## src/rtl/ddc_pkg.sv

```systemverilog
// rtl/ddc_pkg.sv - shared constants, scheduler states and helpers for the DDC output arbiter
package ddc_pkg;

   localparam int NUM_CH = 4;
   localparam int CH_W   = 2;

   localparam logic IQ_I = 1'b0;
   localparam logic IQ_Q = 1'b1;

   // Tag layout: {channel[1:0], iq}
   localparam int TAG_W      = 3;
   localparam int TAG_IQ_LSB = 0;
   localparam int TAG_CH_LSB = 1;

   typedef enum logic [1:0] {
      ST_IDLE   = 2'd0,
      ST_SEND_I = 2'd1,
      ST_SEND_Q = 2'd2
   } sched_state_t;

   // First requesting channel searching from last+1 upwards, wrapping; last itself has lowest priority.
   function automatic logic [CH_W-1:0] rr_pick(input logic [NUM_CH-1:0] req,
                                                input logic [CH_W-1:0]   last);
      logic [CH_W-1:0] idx;
      rr_pick = last;
      for (int k = NUM_CH; k >= 1; k--) begin
         idx = last + CH_W'(k);
         if (req[idx]) rr_pick = idx;
      end
   endfunction

   function automatic logic [TAG_W-1:0] make_tag(input logic [CH_W-1:0] ch, input logic iq);
      make_tag = {ch, iq};
   endfunction

endpackage

```

## src/rtl/ddc_pair_fifo.sv

```systemverilog
// rtl/ddc_pair_fifo.sv - per-channel I/Q pair staging, pair FIFO and sticky error flags
module ddc_pair_fifo
   import ddc_pkg::*;
#(
   parameter  int W     = 24,
   parameter  int DEPTH = 4,
   localparam int CNT_W = $clog2(DEPTH + 1)
) (
   input  logic             clk,
   input  logic             resetn,
   input  logic             en,
   input  logic [W-1:0]     i_data,
   input  logic             i_valid,
   input  logic [W-1:0]     q_data,
   input  logic             q_valid,
   input  logic             pop,
   input  logic             clr_flags,
   output logic [W-1:0]     head_i,
   output logic [W-1:0]     head_q,
   output logic [W-1:0]     next_i,
   output logic [CNT_W-1:0] count,
   output logic             empty,
   output logic             overflow,
   output logic             sync_err
);

   localparam int PTR_W = (DEPTH > 1) ? $clog2(DEPTH) : 1;

   logic [W-1:0]     mem_i [DEPTH];
   logic [W-1:0]     mem_q [DEPTH];
   logic [PTR_W-1:0] wr_ptr, rd_ptr;
   logic [CNT_W-1:0] cnt;

   logic [W-1:0] stg_i, stg_q;
   logic         have_i, have_q;

   logic         cap_i, cap_q, pair_done, full, push_ok, pop_ok, ovf_set, sync_set;
   logic [W-1:0] pair_i, pair_q;

   // Pair completion, FIFO accept and flag-set decisions for this edge
   always_comb begin
      cap_i     = en & i_valid;
      cap_q     = en & q_valid;
      pair_done = (have_i | cap_i) & (have_q | cap_q);
      pair_i    = cap_i ? i_data : stg_i;
      pair_q    = cap_q ? q_data : stg_q;
      full      = (cnt == CNT_W'(DEPTH));
      pop_ok    = pop & (cnt != '0);
      push_ok   = pair_done & (~full | pop_ok);
      ovf_set   = pair_done & full & ~pop_ok;
      sync_set  = (cap_i & have_i) | (cap_q & have_q);
   end

   // Staging: hold a lone I or Q until its partner arrives; a repeat overwrites
   always_ff @(posedge clk) begin
      if (!resetn) begin
         stg_i  <= '0;
         stg_q  <= '0;
         have_i <= 1'b0;
         have_q <= 1'b0;
      end else if (pair_done) begin
         have_i <= 1'b0;
         have_q <= 1'b0;
      end else begin
         if (cap_i) begin
            stg_i  <= i_data;
            have_i <= 1'b1;
         end
         if (cap_q) begin
            stg_q  <= q_data;
            have_q <= 1'b1;
         end
      end
   end

   // Pair storage; contents are only meaningful between rd_ptr and wr_ptr
   always_ff @(posedge clk) begin
      if (push_ok) begin
         mem_i[wr_ptr] <= pair_i;
         mem_q[wr_ptr] <= pair_q;
      end
   end

   // Pointers and occupancy
   always_ff @(posedge clk) begin
      if (!resetn) begin
         wr_ptr <= '0;
         rd_ptr <= '0;
         cnt    <= '0;
      end else begin
         if (push_ok) wr_ptr <= wr_ptr + PTR_W'(1);
         if (pop_ok)  rd_ptr <= rd_ptr + PTR_W'(1);
         cnt <= cnt + CNT_W'(push_ok) - CNT_W'(pop_ok);
      end
   end

   // Sticky flags; clear wins over a set on the same edge
   always_ff @(posedge clk) begin
      if (!resetn) begin
         overflow <= 1'b0;
         sync_err <= 1'b0;
      end else if (clr_flags) begin
         overflow <= 1'b0;
         sync_err <= 1'b0;
      end else begin
         if (ovf_set)  overflow <= 1'b1;
         if (sync_set) sync_err <= 1'b1;
      end
   end

   assign head_i = mem_i[rd_ptr];
   assign head_q = mem_q[rd_ptr];
   assign next_i = mem_i[rd_ptr + PTR_W'(1)];
   assign count  = cnt;
   assign empty  = (cnt == '0);

endmodule

```

## src/rtl/ddc_out_arbiter.sv

```systemverilog
// rtl/ddc_out_arbiter.sv - round-robin merge of four DDC I/Q channels into one tagged stream
module ddc_out_arbiter
   import ddc_pkg::*;
#(
   parameter int OUTPUT_WIDTH = 24,
   parameter int DEPTH        = 4
) (
   input  logic                    CLK,
   input  logic                    nRST,
   input  logic                    En,
   input  logic [OUTPUT_WIDTH-1:0] Data_I0,
   input  logic [OUTPUT_WIDTH-1:0] Data_I1,
   input  logic [OUTPUT_WIDTH-1:0] Data_I2,
   input  logic [OUTPUT_WIDTH-1:0] Data_I3,
   input  logic                    Data_I0_Valid,
   input  logic                    Data_I1_Valid,
   input  logic                    Data_I2_Valid,
   input  logic                    Data_I3_Valid,
   input  logic [OUTPUT_WIDTH-1:0] Data_Q0,
   input  logic [OUTPUT_WIDTH-1:0] Data_Q1,
   input  logic [OUTPUT_WIDTH-1:0] Data_Q2,
   input  logic [OUTPUT_WIDTH-1:0] Data_Q3,
   input  logic                    Data_Q0_Valid,
   input  logic                    Data_Q1_Valid,
   input  logic                    Data_Q2_Valid,
   input  logic                    Data_Q3_Valid,
   output logic [OUTPUT_WIDTH-1:0] Out_Data,
   output logic [TAG_W-1:0]        Out_Tag,
   output logic                    Out_Last,
   output logic                    Out_Valid,
   input  logic                    Out_Ready,
   output logic [NUM_CH-1:0]       Overflow,
   output logic [NUM_CH-1:0]       Sync_Err,
   input  logic                    Clr_Flags
);

   localparam int CNT_W = $clog2(DEPTH + 1);

   logic [OUTPUT_WIDTH-1:0] in_i   [NUM_CH];
   logic [OUTPUT_WIDTH-1:0] in_q   [NUM_CH];
   logic [NUM_CH-1:0]       in_iv, in_qv;

   logic [OUTPUT_WIDTH-1:0] head_i [NUM_CH];
   logic [OUTPUT_WIDTH-1:0] head_q [NUM_CH];
   logic [OUTPUT_WIDTH-1:0] next_i [NUM_CH];
   logic [CNT_W-1:0]        cnt    [NUM_CH];
   logic [NUM_CH-1:0]       empty;
   logic [NUM_CH-1:0]       pop;

   sched_state_t            state;
   logic [CH_W-1:0]         cur_ch, last_served;

   logic [NUM_CH-1:0]       nonempty, post_ne;
   logic [CH_W-1:0]         idle_ch, next_ch;
   logic [OUTPUT_WIDTH-1:0] next_word;

   assign in_i  = '{Data_I0, Data_I1, Data_I2, Data_I3};
   assign in_q  = '{Data_Q0, Data_Q1, Data_Q2, Data_Q3};
   assign in_iv = {Data_I3_Valid, Data_I2_Valid, Data_I1_Valid, Data_I0_Valid};
   assign in_qv = {Data_Q3_Valid, Data_Q2_Valid, Data_Q1_Valid, Data_Q0_Valid};

   for (genvar g = 0; g < NUM_CH; g++) begin : g_ch
      ddc_pair_fifo #(
         .W     (OUTPUT_WIDTH),
         .DEPTH (DEPTH)
      ) u_fifo (
         .clk       (CLK),
         .resetn    (nRST),
         .en        (En),
         .i_data    (in_i[g]),
         .i_valid   (in_iv[g]),
         .q_data    (in_q[g]),
         .q_valid   (in_qv[g]),
         .pop       (pop[g]),
         .clr_flags (Clr_Flags),
         .head_i    (head_i[g]),
         .head_q    (head_q[g]),
         .next_i    (next_i[g]),
         .count     (cnt[g]),
         .empty     (empty[g]),
         .overflow  (Overflow[g]),
         .sync_err  (Sync_Err[g])
      );
   end

   // Channel selection; the back-to-back choice sees the served FIFO as already popped
   always_comb begin
      nonempty        = ~empty;
      post_ne         = nonempty;
      post_ne[cur_ch] = (cnt[cur_ch] > CNT_W'(1));
      pop             = '0;
      if (state == ST_SEND_Q && Out_Ready) pop[cur_ch] = 1'b1;
      idle_ch   = rr_pick(nonempty, last_served);
      next_ch   = rr_pick(post_ne, cur_ch);
      next_word = (next_ch == cur_ch) ? next_i[cur_ch] : head_i[next_ch];
   end

   // Scheduler with registered output word, tag, last and valid
   always_ff @(posedge CLK) begin
      if (!nRST) begin
         state       <= ST_IDLE;
         cur_ch      <= '0;
         last_served <= CH_W'(NUM_CH - 1);
         Out_Data    <= '0;
         Out_Tag     <= '0;
         Out_Last    <= 1'b0;
         Out_Valid   <= 1'b0;
      end else begin
         case (state)
            ST_IDLE: begin
               if (|nonempty) begin
                  cur_ch    <= idle_ch;
                  Out_Data  <= head_i[idle_ch];
                  Out_Tag   <= make_tag(idle_ch, IQ_I);
                  Out_Last  <= 1'b0;
                  Out_Valid <= 1'b1;
                  state     <= ST_SEND_I;
               end
            end
            ST_SEND_I: begin
               if (Out_Ready) begin
                  Out_Data <= head_q[cur_ch];
                  Out_Tag  <= make_tag(cur_ch, IQ_Q);
                  Out_Last <= 1'b1;
                  state    <= ST_SEND_Q;
               end
            end
            ST_SEND_Q: begin
               if (Out_Ready) begin
                  last_served <= cur_ch;
                  if (|post_ne) begin
                     cur_ch   <= next_ch;
                     Out_Data <= next_word;
                     Out_Tag  <= make_tag(next_ch, IQ_I);
                     Out_Last <= 1'b0;
                     state    <= ST_SEND_I;
                  end else begin
                     Out_Valid <= 1'b0;
                     Out_Last  <= 1'b0;
                     state     <= ST_IDLE;
                  end
               end
            end
            default: begin
               state     <= ST_IDLE;
               Out_Valid <= 1'b0;
            end
         endcase
      end
   end

endmodule
```

## config.mk

```make
export PLATFORM = sky130hd
export DESIGN_NAME = ddc_out_arbiter
export DESIGN_NICKNAME = d
export VERILOG_FILES = /design/src/rtl/ddc_pkg.sv /design/src/rtl/ddc_pair_fifo.sv /design/src/rtl/ddc_out_arbiter.sv
export SDC_FILE = /design/constraint.sdc
export NUM_CORES = 2
export LEC_CHECK = 0
export BUFFER_PORTS_ARGS = -buffer_cell sky130_fd_sc_hd__buf_4
export CAP_MARGIN = 10
export CORE_ASPECT_RATIO = 0.6
export CORE_UTILIZATION = 50
export DETAILED_ROUTE_END_ITERATION = 10
export PLACE_DENSITY = 0.67
export SLEW_MARGIN = 15
export SYNTH_ARGS = -nofsm -noshare
export SYNTH_HDL_FRONTEND = slang
export SYNTH_SLANG_ARGS = --single-unit
```

## constraint.sdc

```tcl
create_clock -name CLK -period 5.8 [get_ports CLK]
set_clock_uncertainty 0.05 [all_clocks]
set_input_delay 1.16 -clock CLK [delete_from_list [all_inputs] [get_ports CLK]]
set_output_delay 1.16 -clock CLK [all_outputs]
set_load 0.005 [all_outputs]
```

* After elaboration in Yosys (flattened, before gate mapping)
Memory sizes are Yosys's and may differ from the RTL's. A register that Yosys moved wholly into a read port is not among the register bits. Index checks and enable logic that the tools add are counted. Widths: inputs -> output; s select.
Cells by class: add/subtract/negate cells 22, $mul 0, divide/modulo/power cells 0, $lt $le $gt $ge 12, eq/ne operators 12, shift operators 0, mux-type cells 97, bitwise gates (word level) 66, reductions and logical operators 26
Operators with widths (number):
- $mux 24 | 21
- $bmux 24 s2 | 4
- $pmux 24 s3 | 1
- $mux 2 | 28
- $and 1x1->1 | 36
- $mux 1 | 22
- $lt 2x3->1 const B | 7
- $add 2x1->2 const B | 10
- $mux 3 | 6
- $or 1x1->1 | 16
- $reduce_bool 3->1 | 5
- $add 3x1->3 | 4
- $bmux 1 s2 | 6
- $eq 3x3->1 const B | 4
- $logic_not 3->1 | 4
- $reduce_and 4->1 | 3
- $sub 3x1->3 | 4
- $not 1->1 | 10
- $reduce_or 2->1 | 5
- $ge 3x3->1 const B | 3
- $not 2->3 | 3
- $pmux 3 s3 | 1
- $add 2x2->2 const B | 4
- $ne 2x2->1 const B | 4
- 21 further kinds | 24
Storage, ports and cells: bits in registers 271, bits in latches 0, bits in writable memories 768, memory bits (read-only) 0, bits of input ports 205, output and inout bits 37, logic and storage cells 286, memories kept 8
Memory list:
- g_ch[0].u_fifo.mem_i | words 4, bits a word 24, read ports 2, clocked after memory_dff 1, wr ports 1, RTL line ddc_pair_fifo.sv:29 | logic [W-1:0] mem_i [DEPTH];
- g_ch[0].u_fifo.mem_q | words 4, bits a word 24, read ports 1, clocked after memory_dff 1, wr ports 1, RTL line ddc_pair_fifo.sv:30 | logic [W-1:0] mem_q [DEPTH];
- g_ch[1].u_fifo.mem_i | words 4, bits a word 24, read ports 2, clocked after memory_dff 1, wr ports 1, RTL line ddc_pair_fifo.sv:29
- g_ch[1].u_fifo.mem_q | words 4, bits a word 24, read ports 1, clocked after memory_dff 1, wr ports 1, RTL line ddc_pair_fifo.sv:30
- g_ch[2].u_fifo.mem_i | words 4, bits a word 24, read ports 2, clocked after memory_dff 1, wr ports 1, RTL line ddc_pair_fifo.sv:29
- g_ch[2].u_fifo.mem_q | words 4, bits a word 24, read ports 1, clocked after memory_dff 1, wr ports 1, RTL line ddc_pair_fifo.sv:30
- +2 memories

* Logic depth before layout (Yosys ltp)
word-level depth 19, gate-level depth with buffers 17

* Hierarchy
Synthesis repeated with hierarchy kept, for this count alone.
Second synthesis, totals: cells, all modules 3045, area total of the unflattened synthesis 47717.0 µm²
By module, submodules not included:
- ddc_pair_fifo at g_ch[0].u_fifo ... | instances 2, cells each 611, area each 10531.4 µm², seq. area each 6986.7 µm²
- ddc_pair_fifo at g_ch[3].u_fifo | instances 1, cells each 612, area each 10551.4 µm², seq. area each 6986.7 µm²
- ddc_pair_fifo at g_ch[2].u_fifo | instances 1, cells each 612, area each 10537.6 µm², seq. area each 6986.7 µm²
- ddc_out_arbiter | instances 1, cells each 599, area each 5565.3 µm², seq. area each 700.7 µm²

* Worst setup path after synthesis
OpenSTA, ideal clock, no wires.
path kind register -> register, start point register cur_ch[0], end point memory g_ch[2].u_fifo.mem_i[0][0], enable pin, data arrival time 3.583 ns, slack 1.756 ns, stages on the path, launching flop included 9, path buffers 3, period minus slack after synthesis 4.044 ns, cells stage by stage dfxtp_1 > buf_1 > inv_1 > clkbuf_1 > buf_1 > ha_1 > nand2_1 > a31oi_1 > and2_1
Between the ends: cells in the longest elaborated chain, start to end 10, elaborated cells between the ends (all ways) 11, classes of those cells order compare (2); mux (5); bitwise (3); reduce/logical (1)
Ends and longest elaborated chain:
- start: declaration | RTL line ddc_out_arbiter.sv:51 | logic [CH_W-1:0] cur_ch, last_served;
- start signal: assignment | RTL line ddc_out_arbiter.sv:112 | cur_ch <= idle_ch;
- start signal: assignment | RTL line ddc_out_arbiter.sv:132 | cur_ch <= next_ch;
- $lt 2x3->1 or $ge 2x1->1 (tied branches)
- $logic_and 1x1->1 (implied by the code) | RTL line ddc_out_arbiter.sv:92 | if (state == ST_SEND_Q && Out_Ready) pop[cur_ch] = 1'b1;
- $mux 1 (implied by the code) | RTL line ddc_out_arbiter.sv:92
- $demux 1 s2 (*) | RTL line ddc_out_arbiter.sv:92
- $mux 4 (*) | RTL line ddc_out_arbiter.sv:92
- $and 1x1->1 (*) | RTL line ddc_pair_fifo.sv:48 | pop_ok = pop & (cnt != '0);
- $or 1x1->1 (*) | RTL line ddc_pair_fifo.sv:49 | push_ok = pair_done & (~full | pop_ok);
- $and 1x1->1 (*) | RTL line ddc_pair_fifo.sv:49
- net g_ch[2].u_fifo.push_ok | RTL line ddc_pair_fifo.sv:37 | logic cap_i, cap_q, pair_done, full, push_ok, pop_ok, ovf_set, sync_set;
- $mux 1 (*) | RTL line ddc_pair_fifo.sv:78 | if (push_ok) begin
- $mux 1 (implied by the code) (*) | RTL line ddc_pair_fifo.sv:79 | mem_i[wr_ptr] <= pair_i;
- end: declaration | RTL line ddc_pair_fifo.sv:29
The timed path passes the listed nets; every way through them passes the cells marked *.

* Final worst setup path
start point register cur_ch[1], end point register Out_Data[9]
Between the ends: cells in the longest elaborated chain, start to end 19, elaborated cells between the ends (all ways) 42, classes of those cells add/sub (3); order compare (3); eq/ne (2); mux (29); bitwise (2); reduce/logical (3)
Ends and longest elaborated chain:
- $not 2->3 (implied by the code) | RTL line ddc_out_arbiter.sv:90, ddc_out_arbiter.sv:95, ddc_out_arbiter.sv:122
- $bmux 3 s2 | RTL line ddc_out_arbiter.sv:90 | post_ne[cur_ch] = (cnt[cur_ch] > CNT_W'(1));
- $mux 3 (implied by the code) (2 in series) | RTL line ddc_out_arbiter.sv:90
- $gt 3x1->1 | RTL line ddc_out_arbiter.sv:90
- $bwmux 4 | RTL line ddc_out_arbiter.sv:90
- $bmux 1 s2 | RTL line ddc_pkg.sv:28 | if (req[idx]) rr_pick = idx;
- $mux 1 (implied by the code) | RTL line ddc_pkg.sv:28
- $mux 2 (3 in series) | RTL line ddc_pkg.sv:28
- $not 2->3 (implied by the code) | RTL line ddc_out_arbiter.sv:95 | next_word = (next_ch == cur_ch) ? next_i[cur_ch] : head_i[next_ch];
- $bmux 24 s2 | RTL line ddc_out_arbiter.sv:95
- $mux 24 (implied by the code) (2 in series) | RTL line ddc_out_arbiter.sv:95
- $mux 24 | RTL line ddc_out_arbiter.sv:95
- $mux 24 | RTL line ddc_out_arbiter.sv:131 | if (|post_ne) begin
- $mux 24 | RTL line ddc_out_arbiter.sv:129 | if (Out_Ready) begin
- $pmux 24 s3 | RTL line ddc_out_arbiter.sv:109 | case (state)
- end signal: assignment | RTL line ddc_out_arbiter.sv:113 | Out_Data <= head_i[idle_ch];
- end signal: assignment | RTL line ddc_out_arbiter.sv:122 | Out_Data <= head_q[cur_ch];
- end signal: assignment | RTL line ddc_out_arbiter.sv:133 | Out_Data <= next_word;
- end: declaration | RTL line ddc_out_arbiter.sv:27 | output logic [OUTPUT_WIDTH-1:0] Out_Data,
Several ways; a longest one is shown, not always the timed one. The select of a mux whose other input is x is not followed. A chain may end at the register's enable or synchronous reset.

==> metrics <==
critical path data arrival time=5.00 ns; CTS Buffer Depth=3; areal power density over the cells=384 nW/um2; post-layout utilization of the core=57.6%; total global routing track utilization=30.2%; number of nets in the layout=3953; leading cell type in the layout, fill and taps excluded=sky130_fd_sc_hd__edfxtp_1; average wire per standard cell=29.4 um; cell-internal power=14.0 mW; row count=87; portion of total power attributed to combinational logic=26.9%; total CTS buffers=95; cells along the critical path=nor3_1 -> o21ai_1 -> a311o_1 -> and3_2 -> buf_4 -> a222oi_1 -> mux2i_1 -> a311oi_1 -> a211o_1 -> a31oi_1; count of max-cap constraint violations=0; Die Footprint=96800 um2; total of fill cells in the finished design=7335; Final Max Tran Viols=0; setup repair after global routing missed its margin=false; number of I/O pins=242; placer congestion estimate=1.05; number of remaining DRC errors=0; crit path launch type=flip-flop; Routed Antenna Nets=0; Static Leakage=18.5 nW; Fmax=225 MHz; antenna violations before repair=9; largest net degree at the start of global routing=144; Gate Count Post-Synth=3559; Core Box Area=94300 um2; Gates resized, CTS repair=0; share of post-route cells with drive strength above 1=26.0%; Clock transition at path regs=0.07 ns; status=finished, final reports clean; worst slew pin tran=1.25 ns; Switching Fraction=32.9%; Post-synth EDFFs=768; initial cell density of the core=50.7%; post-CTS setup buffer count=0; IR Drop Worst-Case VDD=0.420 mV; synth unique cells=75; cts hold-fix bufs=0; register share of total power=41.1%; sequential fraction of the synthesis area=60.0%; HPWL after DPL=104000 um; Via density=6.38; number of global-route vias before repair=29400; via count=32200; clock tree from TritonCTS=yes; most used flip-flop cell after synthesis=sky130_fd_sc_hd__edfxtp_1; number of optimization iterations in the first detailed-route pass=8; power dissipated by switching net loads=6.87 mW; commonest cells after routing, fill and taps aside=sky130_fd_sc_hd__edfxtp_1, sky130_fd_sc_hd__nand2_1, sky130_fd_sc_hd__buf_4; Clock Sink Count=1047; Syn. warnings=0; mean post-synth cell area=13.4 um2; headroom to the max-slew limit=16.7%; clk_lat worst skew=0.71 ns; share of the clock period used by the worst path=76.5%; Mapped Nets=3800; GRT Residual Overflow=0; critical path's largest stage delay=0.88 ns; count of input and output buffers=241; clk root buf=sky130_fd_sc_hd__clkbuf_16; synthesis-to-finish area growth=13.7%; fraction of registers with async set/reset=0%; Iter 0 DRT Violations=4630; number of storage elements in the synthesis netlist=1047; class of the tightest hold or removal check=flip-flop to flip-flop; sum of routed wire length over all layers=148000 um; H-tree Lvls=3; final hold violations=0; post-layout min period=4.44 ns; required arrival time at the worst endpoint=6.36 ns; number of setup violations in the final report=0; final total negative setup slack=0 ns; standard cell with the maximum stage delay on the critical path=sky130_fd_sc_hd__o21ai_1; crit-path max FO=35; Worst Path Class, Setup=flip-flop to flip-flop; type of element capturing the critical path=flip-flop; Clock Power Share=32.0%; DIE WIDTH=401 um; synthesized area=47800 um2; Die Ht=241 um; global-route wire length before repair=210000 um
[area by class of cell]
class | count | area [um2] | share of cell area, %
antenna | 1 | 2.50 | 0.00461
clock buffer | 120 | 2690 | 4.94
clock inverter | 58 | 634 | 1.17
inverter | 31 | 125 | 0.230
multi-input combinational | 2203 | 18000 | 33.2
sequential | 1047 | 28700 | 52.8
tap | 1246 | 1560 | 2.87
timing repair buffer | 334 | 2620 | 4.82
[power groups by stage]
| stage | combinational, mW | clock [mW] | sequential (mW) |
|---|---|---|---|
| 6_report | 5.62 | 6.67 | 8.58 |
| 3_3_place_gp | 5.31 | 0 | 8.72 |
| 5_1_grt | 5.87 | 7.01 | 8.60 |
| 2_1_floorplan | 3.48 | 0 | 8.64 |
| 3_5_place_dp | 5.32 | 0 | 8.73 |
| 4_1_cts | 5.34 | 6.74 | 8.57 |
[worst max-delay path: cells and delay by family (launching register included)]
family,cells,cell delay (ns)
buf+inv,1,0.54
mux,1,0.21
simple gates,2,0.86
compound gates,6,1.94
flops,1,0.73
[logic make-up (layout without fill, tap and decap cells)]
logic type | after synthesis | count (layout) | share of synthesized area (%)
and+or+nand+nor | 894 | 894 | 7.75
adders and majority gates | 36 | 36 | 1.01
buffers and inverters | 309 | 543 | 2.64
xor gates and xnor gates | 20 | 20 | 0.367
muxes | 584 | 584 | 19.0
AOI/OAI and AO/OA | 669 | 669 | 9.26
DFF | 1047 | 1047 | 60.0
other | 0 | 1 | 0
[Yosys cell counts (10+ instances only)]
library cell               number  share of area (%)
sky130_fd_sc_hd__a21o_1        19               0.30
sky130_fd_sc_hd__a21oi_1      255                2.7
sky130_fd_sc_hd__a221oi_1      25               0.46
sky130_fd_sc_hd__a22o_1        21               0.38
sky130_fd_sc_hd__a22oi_1       22               0.35
sky130_fd_sc_hd__a31oi_1       52               0.68
sky130_fd_sc_hd__and2_1        32               0.42
sky130_fd_sc_hd__buf_1         62               0.49
sky130_fd_sc_hd__buf_2         20               0.21
sky130_fd_sc_hd__buf_4         10               0.16
sky130_fd_sc_hd__clkbuf_1     181                1.4
sky130_fd_sc_hd__dfxtp_1      279                 12
sky130_fd_sc_hd__edfxtp_1     768                 48
sky130_fd_sc_hd__ha_1          32               0.84
sky130_fd_sc_hd__inv_1         30               0.24
sky130_fd_sc_hd__mux2_2       193                4.5
sky130_fd_sc_hd__mux2i_1      151                3.2
sky130_fd_sc_hd__mux4_2       240                 11
sky130_fd_sc_hd__nand2_1      630                4.9
sky130_fd_sc_hd__nand3_1       51               0.53
sky130_fd_sc_hd__nor2_1       114               0.90
sky130_fd_sc_hd__nor2b_1       21               0.27
sky130_fd_sc_hd__nor3_1        10               0.10
sky130_fd_sc_hd__o21a_1        23               0.36
sky130_fd_sc_hd__o21ai_0       66               0.69
sky130_fd_sc_hd__o221ai_1      75                1.4
sky130_fd_sc_hd__o22ai_1       28               0.37
sky130_fd_sc_hd__o31ai_1       22               0.35
sky130_fd_sc_hd__xnor2_1       12               0.22
[per-stage QoR]
step	setup slack, ns	cells	hold WS [ns]	total power, mW	area, um2
after floorplan	1.76	3559	0.379	12.1	47800
after global placement	1.51	4860	0.385	14.0	51000
after detailed placement	1.51	4860	0.391	14.0	51000
after CTS	1.57	5038	0.399	20.6	54300
after global routing	1.20	5039	0.413	21.5	54300
final	1.36	5040	0.397	20.9	54300
[flip-flops by register name (all words and copies together), names as in the netlist, 3 cells and up, named ones only]
register              flops
g_ch.u_fifo.have_q        4
g_ch.u_fifo.wr_ptr        8
Out_Data                 24
g_ch.u_fifo.mem_q       384
Out_Tag                   3
g_ch.u_fifo.have_i        4
g_ch.u_fifo.rd_ptr        8
g_ch.u_fifo.stg_i        96
g_ch.u_fifo.mem_i       384
g_ch.u_fifo.overflow      4
g_ch.u_fifo.count        12
g_ch.u_fifo.sync_err      4
g_ch.u_fifo.stg_q        96
[path summary, 6_finish.rpt]
check	cells past startpoint	from	slack, ns	end
setup reg to reg	10	cur_ch[1]$_SDFFE_PN0P_	1.36	Out_Data[9]$_SDFFE_PN0P_
setup / recovery	10	cur_ch[1]$_SDFFE_PN0P_	1.36	Out_Data[9]$_SDFFE_PN0P_
hold reg to reg	2	g_ch[3].u_fifo.stg_i[2]$_SDFFE_PN0N_	0.40	g_ch[3].u_fifo.stg_i[2]$_SDFFE_PN0N_
hold / removal	2	g_ch[3].u_fifo.stg_i[2]$_SDFFE_PN0N_	0.40	g_ch[3].u_fifo.stg_i[2]$_SDFFE_PN0N_
[routing by layer]
metal | part of all wire [%] | track usage, % | routed length (um) | up-vias
met5 | 0.022 | 0 | 32 | -
met3 | 13 | 9.84 | 19500 | 166
met2 | 41 | 41.0 | 61000 | 1829
met4 | 2.0 | 6.62 | 2990 | 4
li1 | - | - | - | 13900
met1 | 44 | 46.6 | 64400 | 16200
(Power assumes the default switching activity.)
